File: src/rtl/snn_sim_scheduler.sv
// Timestep sequencer for the SNN core: clears the network, then per timestep
// loads every input-spike batch and fires each layer in turn, waiting for done.
module snn_sim_scheduler #(
  parameter int NUM_LAYERS                     = 2,
  parameter int MAX_TIMESTEPS_BITS             = 8,
  parameter int SPIKE_PATTERN_BATCH_ADDR_WIDTH = 1
) (
  input  logic                                                       clk,
  input  logic                                                       rst,
  input  logic                                                       start,
  input  logic                                                       abort,
  input  logic [MAX_TIMESTEPS_BITS:0]                                sim_time,
  output logic                                                       busy,
  output logic                                                       done,
  output logic                                                       net_clear,
  output logic                                                       pat_rd_en,
  output logic [MAX_TIMESTEPS_BITS+SPIKE_PATTERN_BATCH_ADDR_WIDTH-1:0] pat_rd_addr,
  output logic                                                       batch_load,
  output logic [SPIKE_PATTERN_BATCH_ADDR_WIDTH-1:0]                  batch_sel,
  output logic [NUM_LAYERS-1:0]                                      layer_start,
  input  logic [NUM_LAYERS-1:0]                                      layer_done,
  output logic [MAX_TIMESTEPS_BITS:0]                                timestep
);

  localparam int TW = MAX_TIMESTEPS_BITS + 1;
  localparam int BW = SPIKE_PATTERN_BATCH_ADDR_WIDTH;
  localparam int LW = (NUM_LAYERS > 1) ? $clog2(NUM_LAYERS) : 1;
  localparam logic [LW-1:0] LAST_LAYER = LW'(NUM_LAYERS - 1);
  localparam logic [BW-1:0] LAST_BATCH = '1;

  typedef enum logic [2:0] {
    S_IDLE, S_CLEAR, S_FETCH, S_LOAD, S_LSTART, S_LWAIT, S_NEXT, S_DONE
  } state_t;

  state_t         r_state;
  state_t         w_next;
  logic [TW-1:0]  r_st_lat;
  logic [TW-1:0]  r_ts;
  logic [BW-1:0]  r_batch;
  logic [LW-1:0]  r_layer;
  logic [TW-1:0]  w_ts_inc;
  logic           w_layer_hit;

  assign w_ts_inc    = r_ts + TW'(1);
  assign w_layer_hit = layer_done[r_layer];

  always_ff @(posedge clk or posedge rst) begin
    if (rst) r_state <= S_IDLE;
    else     r_state <= w_next;
  end

  // abort outranks every transition once a run has left IDLE
  always_comb begin
    w_next = r_state;
    if (r_state != S_IDLE && abort) begin
      w_next = S_IDLE;
    end else begin
      case (r_state)
        S_IDLE:   if (start) w_next = S_CLEAR;
        S_CLEAR:  w_next = (r_st_lat == '0) ? S_DONE : S_FETCH;
        S_FETCH:  w_next = S_LOAD;
        S_LOAD:   w_next = (r_batch == LAST_BATCH) ? S_LSTART : S_FETCH;
        S_LSTART: w_next = S_LWAIT;
        S_LWAIT:  if (w_layer_hit) w_next = (r_layer == LAST_LAYER) ? S_NEXT : S_LSTART;
        S_NEXT:   w_next = (w_ts_inc == r_st_lat) ? S_DONE : S_FETCH;
        S_DONE:   w_next = S_IDLE;
        default:  w_next = S_IDLE;
      endcase
    end
  end

  // Counters freeze on abort and are reloaded by the next accepted start
  always_ff @(posedge clk or posedge rst) begin
    if (rst) begin
      r_st_lat <= '0;
      r_ts     <= '0;
      r_batch  <= '0;
      r_layer  <= '0;
    end else if (r_state == S_IDLE) begin
      if (start) begin
        r_st_lat <= sim_time;
        r_ts     <= '0;
        r_batch  <= '0;
        r_layer  <= '0;
      end
    end else if (!abort) begin
      case (r_state)
        S_LOAD:  r_batch <= (r_batch == LAST_BATCH) ? '0 : r_batch + BW'(1);
        S_LWAIT: if (w_layer_hit) r_layer <= (r_layer == LAST_LAYER) ? '0 : r_layer + LW'(1);
        S_NEXT:  r_ts <= w_ts_inc;
        default: ;
      endcase
    end
  end

  always_comb begin
    busy        = 1'b0;
    done        = 1'b0;
    net_clear   = 1'b0;
    pat_rd_en   = 1'b0;
    batch_load  = 1'b0;
    layer_start = '0;
    case (r_state)
      S_CLEAR:  begin busy = 1'b1; net_clear = 1'b1; end
      S_FETCH:  begin busy = 1'b1; pat_rd_en = 1'b1; end
      S_LOAD:   begin busy = 1'b1; batch_load = 1'b1; end
      S_LSTART: begin busy = 1'b1; layer_start = NUM_LAYERS'(1) << r_layer; end
      S_LWAIT:  busy = 1'b1;
      S_NEXT:   busy = 1'b1;
      S_DONE:   done = 1'b1;
      default:  ;
    endcase
  end

  // Only the low timestep bits address memory; the extra MSB is for termination
  assign pat_rd_addr = {r_ts[MAX_TIMESTEPS_BITS-1:0], r_batch};
  assign batch_sel   = r_batch;
  assign timestep    = r_ts;

endmodule
File: config.mk
export PLATFORM = sky130hd
export DESIGN_NAME = snn_sim_scheduler
export DESIGN_NICKNAME = d
export VERILOG_FILES = /design/src/rtl/snn_sim_scheduler.sv
export SDC_FILE = /design/constraint.sdc
export NUM_CORES = 1
export LEC_CHECK = 0
export ABC_AREA = 1
export BUFFER_PORTS_ARGS = -buffer_cell sky130_fd_sc_hd__clkbuf_2
export CORE_ASPECT_RATIO = 1.25
export CORE_MARGIN = 1
export CORE_UTILIZATION = 47
export DETAILED_ROUTE_END_ITERATION = 6
export GPL_ROUTABILITY_DRIVEN = 0
export GPL_TIMING_DRIVEN = 0
export PLACE_DENSITY = 0.81
export REMOVE_ABC_BUFFERS = 1
export SLEW_MARGIN = 15
export SYNTH_ARGS = -nofsm -noshare
export SYNTH_HDL_FRONTEND = slang
export SYNTH_SLANG_ARGS = --single-unit
File: constraint.sdc
create_clock -name clk -period 1.8 [get_ports clk]
set_input_delay 0.09 -clock clk [delete_from_list [all_inputs] [get_ports clk]]
set_output_delay 0.09 -clock clk [all_outputs]
set_load 0.01 [all_outputs]
# Yosys cells after proc, flatten, opt, wreduce, memory -nomap -nowiden

Index checks and enable logic that the tools add are counted.

$add $sub $neg: 3
Order comparisons: 1
Equality and inequality tests: 12
Shift operators: 1
Mux-type cells: 30
Reductions and logical operators: 14

Operator list:

| operator            | number |
|---|---|
| $mux 9              | 4 |
| $pmux 3 s8          | 1 |
| $mux 3              | 6 |
| $mux 1              | 17 |
| $eq 3x3->1 const B  | 4 |
| $add 9x1->9 const B | 1 |
| $eq 9x9->1          | 1 |
| $logic_not 9->1     | 1 |
| $reduce_bool 2->1   | 4 |
| $eq 3x2->1 const B  | 2 |
| $ne 3x3->1 const B  | 2 |
| $reduce_and 3->1    | 2 |
| $reduce_or 6->1     | 1 |
| $mux 2              | 2 |
| $reduce_and 2->1    | 2 |
| $reduce_and 4->1    | 1 |
| $eq 3x1->1 const B  | 1 |
| $logic_not 3->1     | 1 |
| $reduce_bool 3->1   | 1 |
| $add 1x1->1 const B | 2 |
| $lt 1x2->1 const B  | 1 |
| $ne 2x1->1 const B  | 1 |
| $ne 2x2->1 const B  | 1 |
| $shl 1x1->2 const A | 1 |
| $logic_and 1x1->1   | 1 |

Register bits: 23
Input port bits: 15
Output and inout port bits: 26
Logic and storage cells: 66

# Logic depth before layout (Yosys ltp)

Word-level depth: 6
Mapped depth: 13
Depth with buffers taken out: 13

# Least setup slack after synthesis

OpenSTA, ideal clock, no wires.

Kind: register to register
From: register r_ts[0], in the netlist timestep[0]
To: register r_state[0]
Setup time: 66 ps
Data arrival time: 1504 ps
Data required time: 1734 ps
Slack: 229 ps
Cell stages (with the launch flop): 13
Path buffers: 0
Period minus slack after synthesis: 1571 ps
Cells stage by stage: dfrtp_1 -> ha_1 -> nand2_1 -> inv_1 -> nand3_1 -> nand2_1 -> nand2_1 -> nand3_1 -> nor2_1 -> nand4_1 -> nand2_1 -> nand2_1 -> nand2_1

Word-level cells in the longest chain between the ends: 5

RTL lines:

| what                   | line | text |
|---|---|---|
| start, declared        | 38   | `logic [TW-1:0] r_ts;` |
| start signal, assigned | 90   | `S_NEXT: r_ts <= w_ts_inc;` |
| $add 9x1->9            | 44   | `assign w_ts_inc = r_ts + TW'(1);` |
| $eq 9x9->1             | 65   | `S_NEXT: w_next = (w_ts_inc == r_st_lat) ? S_DONE : S_FETCH;` |
| $mux 3                 | 65   |  |
| $pmux 3 s8             | 58   | `case (r_state)` |
| $mux 3                 | 55   | `if (r_state != S_IDLE && abort) begin` |
| end signal, assigned   | 49   | `else r_state <= w_next;` |
| end, declared          | 35   | `state_t r_state;` |

Every way passes these cells.
A chain may end at the register's enable or synchronous reset.

# Worst setup path in the final report

From: register r_state[1]
To: register r_ts[7], in the netlist timestep[7]

Word-level cells in the longest chain between the ends: 3
Elaborated cells on any way between the ends: 7
Those cells by class: eq/ne (3); mux (1); reduce/logical (3)

RTL lines:

| what                                                 | line |
|---|---|
| $eq 3x3->1 / $logic_not 3->1 (equally long branches) | 87, 79 |
| $reduce_bool 2->1 (no line) (tied with other cells)  | -- |
| $reduce_and 3->1 (no line)                           | -- |

Several ways; a longest one is shown, not always the timed one.

==> summary.md <==
| Metric | Value |
|---|---|
| Outcome | `finished with violations` |
| Failing checks | `hold timing` |
| Leakage | `0.948 nW` |
| GR Overflow Total | `0` |
| R2R Setup Slk | `0.1 ns` |
| Vias per std cell | `5.12` |
| Post-route minimum period | `1.70 ns` |
| Post-synthesis cell area | `1470 sq um` |
| CTS tree | `built` |
| WL/cell | `11.7 um` |
| Critical path type | `flip-flop to flip-flop` |
| Core area | `2950 sq um` |
| Syn Area/Cell | `6.98 sq um` |
| Final instance area | `1820 sq um` |
| Clock power share | `14.9%` |
| Final Hold Viols | `1` |
| Largest net degree at the start of global routing | `24` |
| Most numerous cell on the critical path | `nand2_4` |
| CP max FO | `18` |
| Beginning of the critical path | `r_state[1]` |
| First-pass GRT wire length | `5680 um` |
| Clock sink count | `23` |
| Initial cell density of the core | `49.8%` |
| WP buf/inv | `3` |
| Final nets | `273` |
| Net Sw Power | `0.000733 W` |
| Fillers | `252` |
| VDD IR max | `0.000758 V` |
| Startpoint Class | `flip-flop` |
| Sequential area share after synthesis | `39.2%` |
| Worst Hold Class | `input pin to flip-flop` |
| Clock buffer depth | `2` |
| Die W | `52.0 um` |
| Hpwl dp | `2460 um` |
| Yosys cell types | `25` |
| Final wirelength | `3420 um` |
| Internal | `0.00100 W` |
| Switching Share | `42.3%` |
| Residual DRC | `0` |
| Syn. warnings | `0` |
| Placed cell areas | `1640 sq um` |
| Flop pwr share | `43.0%` |
| CP endpoint kind | `flip-flop` |
| H-tree Lvls | `1` |
| Vias in the first global route | `1373` |
| Reg2Reg Launch Point | `r_state[1]` |
| I/O pin count | `41` |
| Setup crit end | `timestep[7]` |
| Top delay family on crit path | `simple AND/OR/NAND/NOR gates` |
| Die area | `3350 sq um` |
| Port Buffer Count | `40` |
| Data required time of the critical path | `2.02 ns` |
| Initial antenna violation count | `0` |
| Critical Path Stages | `10` |
| Rel. slew slack | `40.3%` |
| Share of cells above drive strength 1 | `26.2%` |
| Die Ht | `64.5 um` |
| Final Skew | `0.00597 ns` |
| Data arrival, critical path | `1.92 ns` |
| Reg2Reg Depth | `10` |
| Commonest non-fill, non-tap cell in the layout | `nand2_1` |
| Routed Antenna Nets | `0` |
| Max-slew violation count | `0` |
| Clk root buf | `clkbuf_4` |
| Setup violators final | `0` |
| Post-synth EDFFs | `0` |
| Synth area leaders | `dfrtp_1 39%, nand2_1 14%, nand3_1 8.2%` |
| # diodes | `0` |
| Via count | `1494` |
| Clk slew on worst S/H paths | `0.14 ns` |
| Max-Cap Viols | `0` |
| Seq cells post-synth | `23` |
| Slowest stage delay, CP | `0.48 ns` |
| RR Endpoint | `timestep[7]` |
| Area grow syn2layout | `24.1%` |
| GRT Util Overall | `22.3%` |
| Most frequent cells in the layout | `55 x nand2_1, 40 x clkbuf_2, 25 x inv_1` |
| Cells after Synth | `210` |
| Row Count | `22` |
| Total CTS buffers | `3` |
| Worst-Margin Slew | `0.895 ns` |
| Critical path cell sequence | `nor2_4 -> inv_2 -> nor2_4 -> nand2_4 -> inv_8 -> nor2_2 -> inv_2 -> nand2_4 -> nand2_4 -> o22ai_1` |
| Fin crit share | `94.6%` |
| Main synth FF type | `dfrtp_1` |
| Ys async rst share | `100%` |
| PwrDens | `954 nW/um^2` |
| Clock latency on the worst-skew pair | `0.32 ns` |
| Fin util | `61.8%` |
| Largest area contributor in the netlist | `dfrtp_1` |
| Synth top area share | `39.2%` |
| Comb pwr share | `42.1%` |
| Peak Freq | `0.588 GHz` |
| 1st-pass router iterations | `4` |
| Final hold slack | `-0.00514 ns` |
| 1st-iter DRT viols | `44` |
| Crit path max-delay cell type | `dfrtp_2` |
power groups by stage:
| stage | combinational, W | clock, W | sequential, W |
|---|---|---|---|
| floorplan | 0.000504 | 0 | 0.000734 |
| global placement | 0.000656 | 0 | 0.000749 |
| detailed placement | 0.000670 | 0 | 0.000751 |
| CTS | 0.000702 | 0.000256 | 0.000740 |
| global route | 0.000832 | 0.000275 | 0.000763 |
| finish | 0.000730 | 0.000259 | 0.000746 |
what timing repair did:
action,4_1_cts,5_1_grt
cloned,0,0
buffers inserted,0,3
endpoints found under the hold margin,31,0
hold buffers,9,0
setup endpoints to repair,8,12
gates resized for setup,4,9
pin swaps,0,1
how the worst min path moves through the flow:
stage                           start          end  slack [ns]  cells past startpoint
final                     sim_time[2]  r_st_lat[2]      -0.005                      3
after detailed placement  sim_time[1]  r_st_lat[1]        0.30                      3
after floorplan                   rst    batch_sel        0.09                      1
after global placement    sim_time[1]  r_st_lat[1]        0.28                      3
after CTS                 sim_time[2]  r_st_lat[2]       0.005                      3
after global routing      sim_time[2]  r_st_lat[2]       0.003                      3
metal layers:
metal	share of wire, %	track usage [%]	up-vias	wire length (um)
li1	-	-	762	-
met1	43	25.4	687	1480
met2	52	41.3	41	1780
met3	3.8	3.05	4	129
met4	0.91	7.09	0	31
met5	0	0	-	0
worst reg2reg max path, delay by kind of cell, from the launching register on:
family	cells	cell delay, ns
AOI/OAI and AO/OA	1	0.09
buffers and inverters	3	0.31
DFF	1	0.48
and+or+nand+nor	6	0.73
sequential cells by signal (all words and copies together), names as in the netlist:
signal,cells
r_st_lat,9
timestep,9
r_state,3
r_layer,1
batch_sel,1
cell families after synthesis:
logic type,synth area share [%]
AO/OA/AOI/OAI,9.64
XOR/XNOR,0.597
adder cells (fa/ha/maj),0.853
buffers and inverters,13.4
flip-flops,39.2
multiplexers,0.683
AND/OR/NAND/NOR,35.6
synth_stat cells (2+ instances only):
cell type	number
o21ai_1	8
nor2_4	2
nand4_1	5
nand2_1	56
o21ai_0	8
nand3_1	24
nor2_1	16
inv_2	6
dfrtp_1	23
nor3_1	3
a21oi_1	3
nor2_2	4
buf_4	9
o22ai_1	6
inv_1	26
nand2_2	2
through the flow:
step	hold WS [ns]	setup TNS, ns	worst slack, ns	std cells	total power (W)
global route	0.00332	-0.00206	-0.00206	292	0.00187
global placement	0.283	-0.475	-0.0787	276	0.00140
floorplan	0.0919	0	0.170	200	0.00124
finish	-0.00514	0	0.0979	292	0.00173
detailed placement	0.304	-0.537	-0.0903	276	0.00142
CTS	0.00461	0	0.00368	289	0.00170
final cells by class:
class | count | area [sq um] | share of cell area, %
multi-input combinational | 144 | 724 | 39.8
timing repair buffer | 52 | 313 | 17.2
tap | 36 | 45.0 | 2.48
clock buffer | 4 | 26.3 | 1.44
inverter | 33 | 131 | 7.22
sequential | 23 | 579 | 31.8
(Power assumes the default switching activity.)
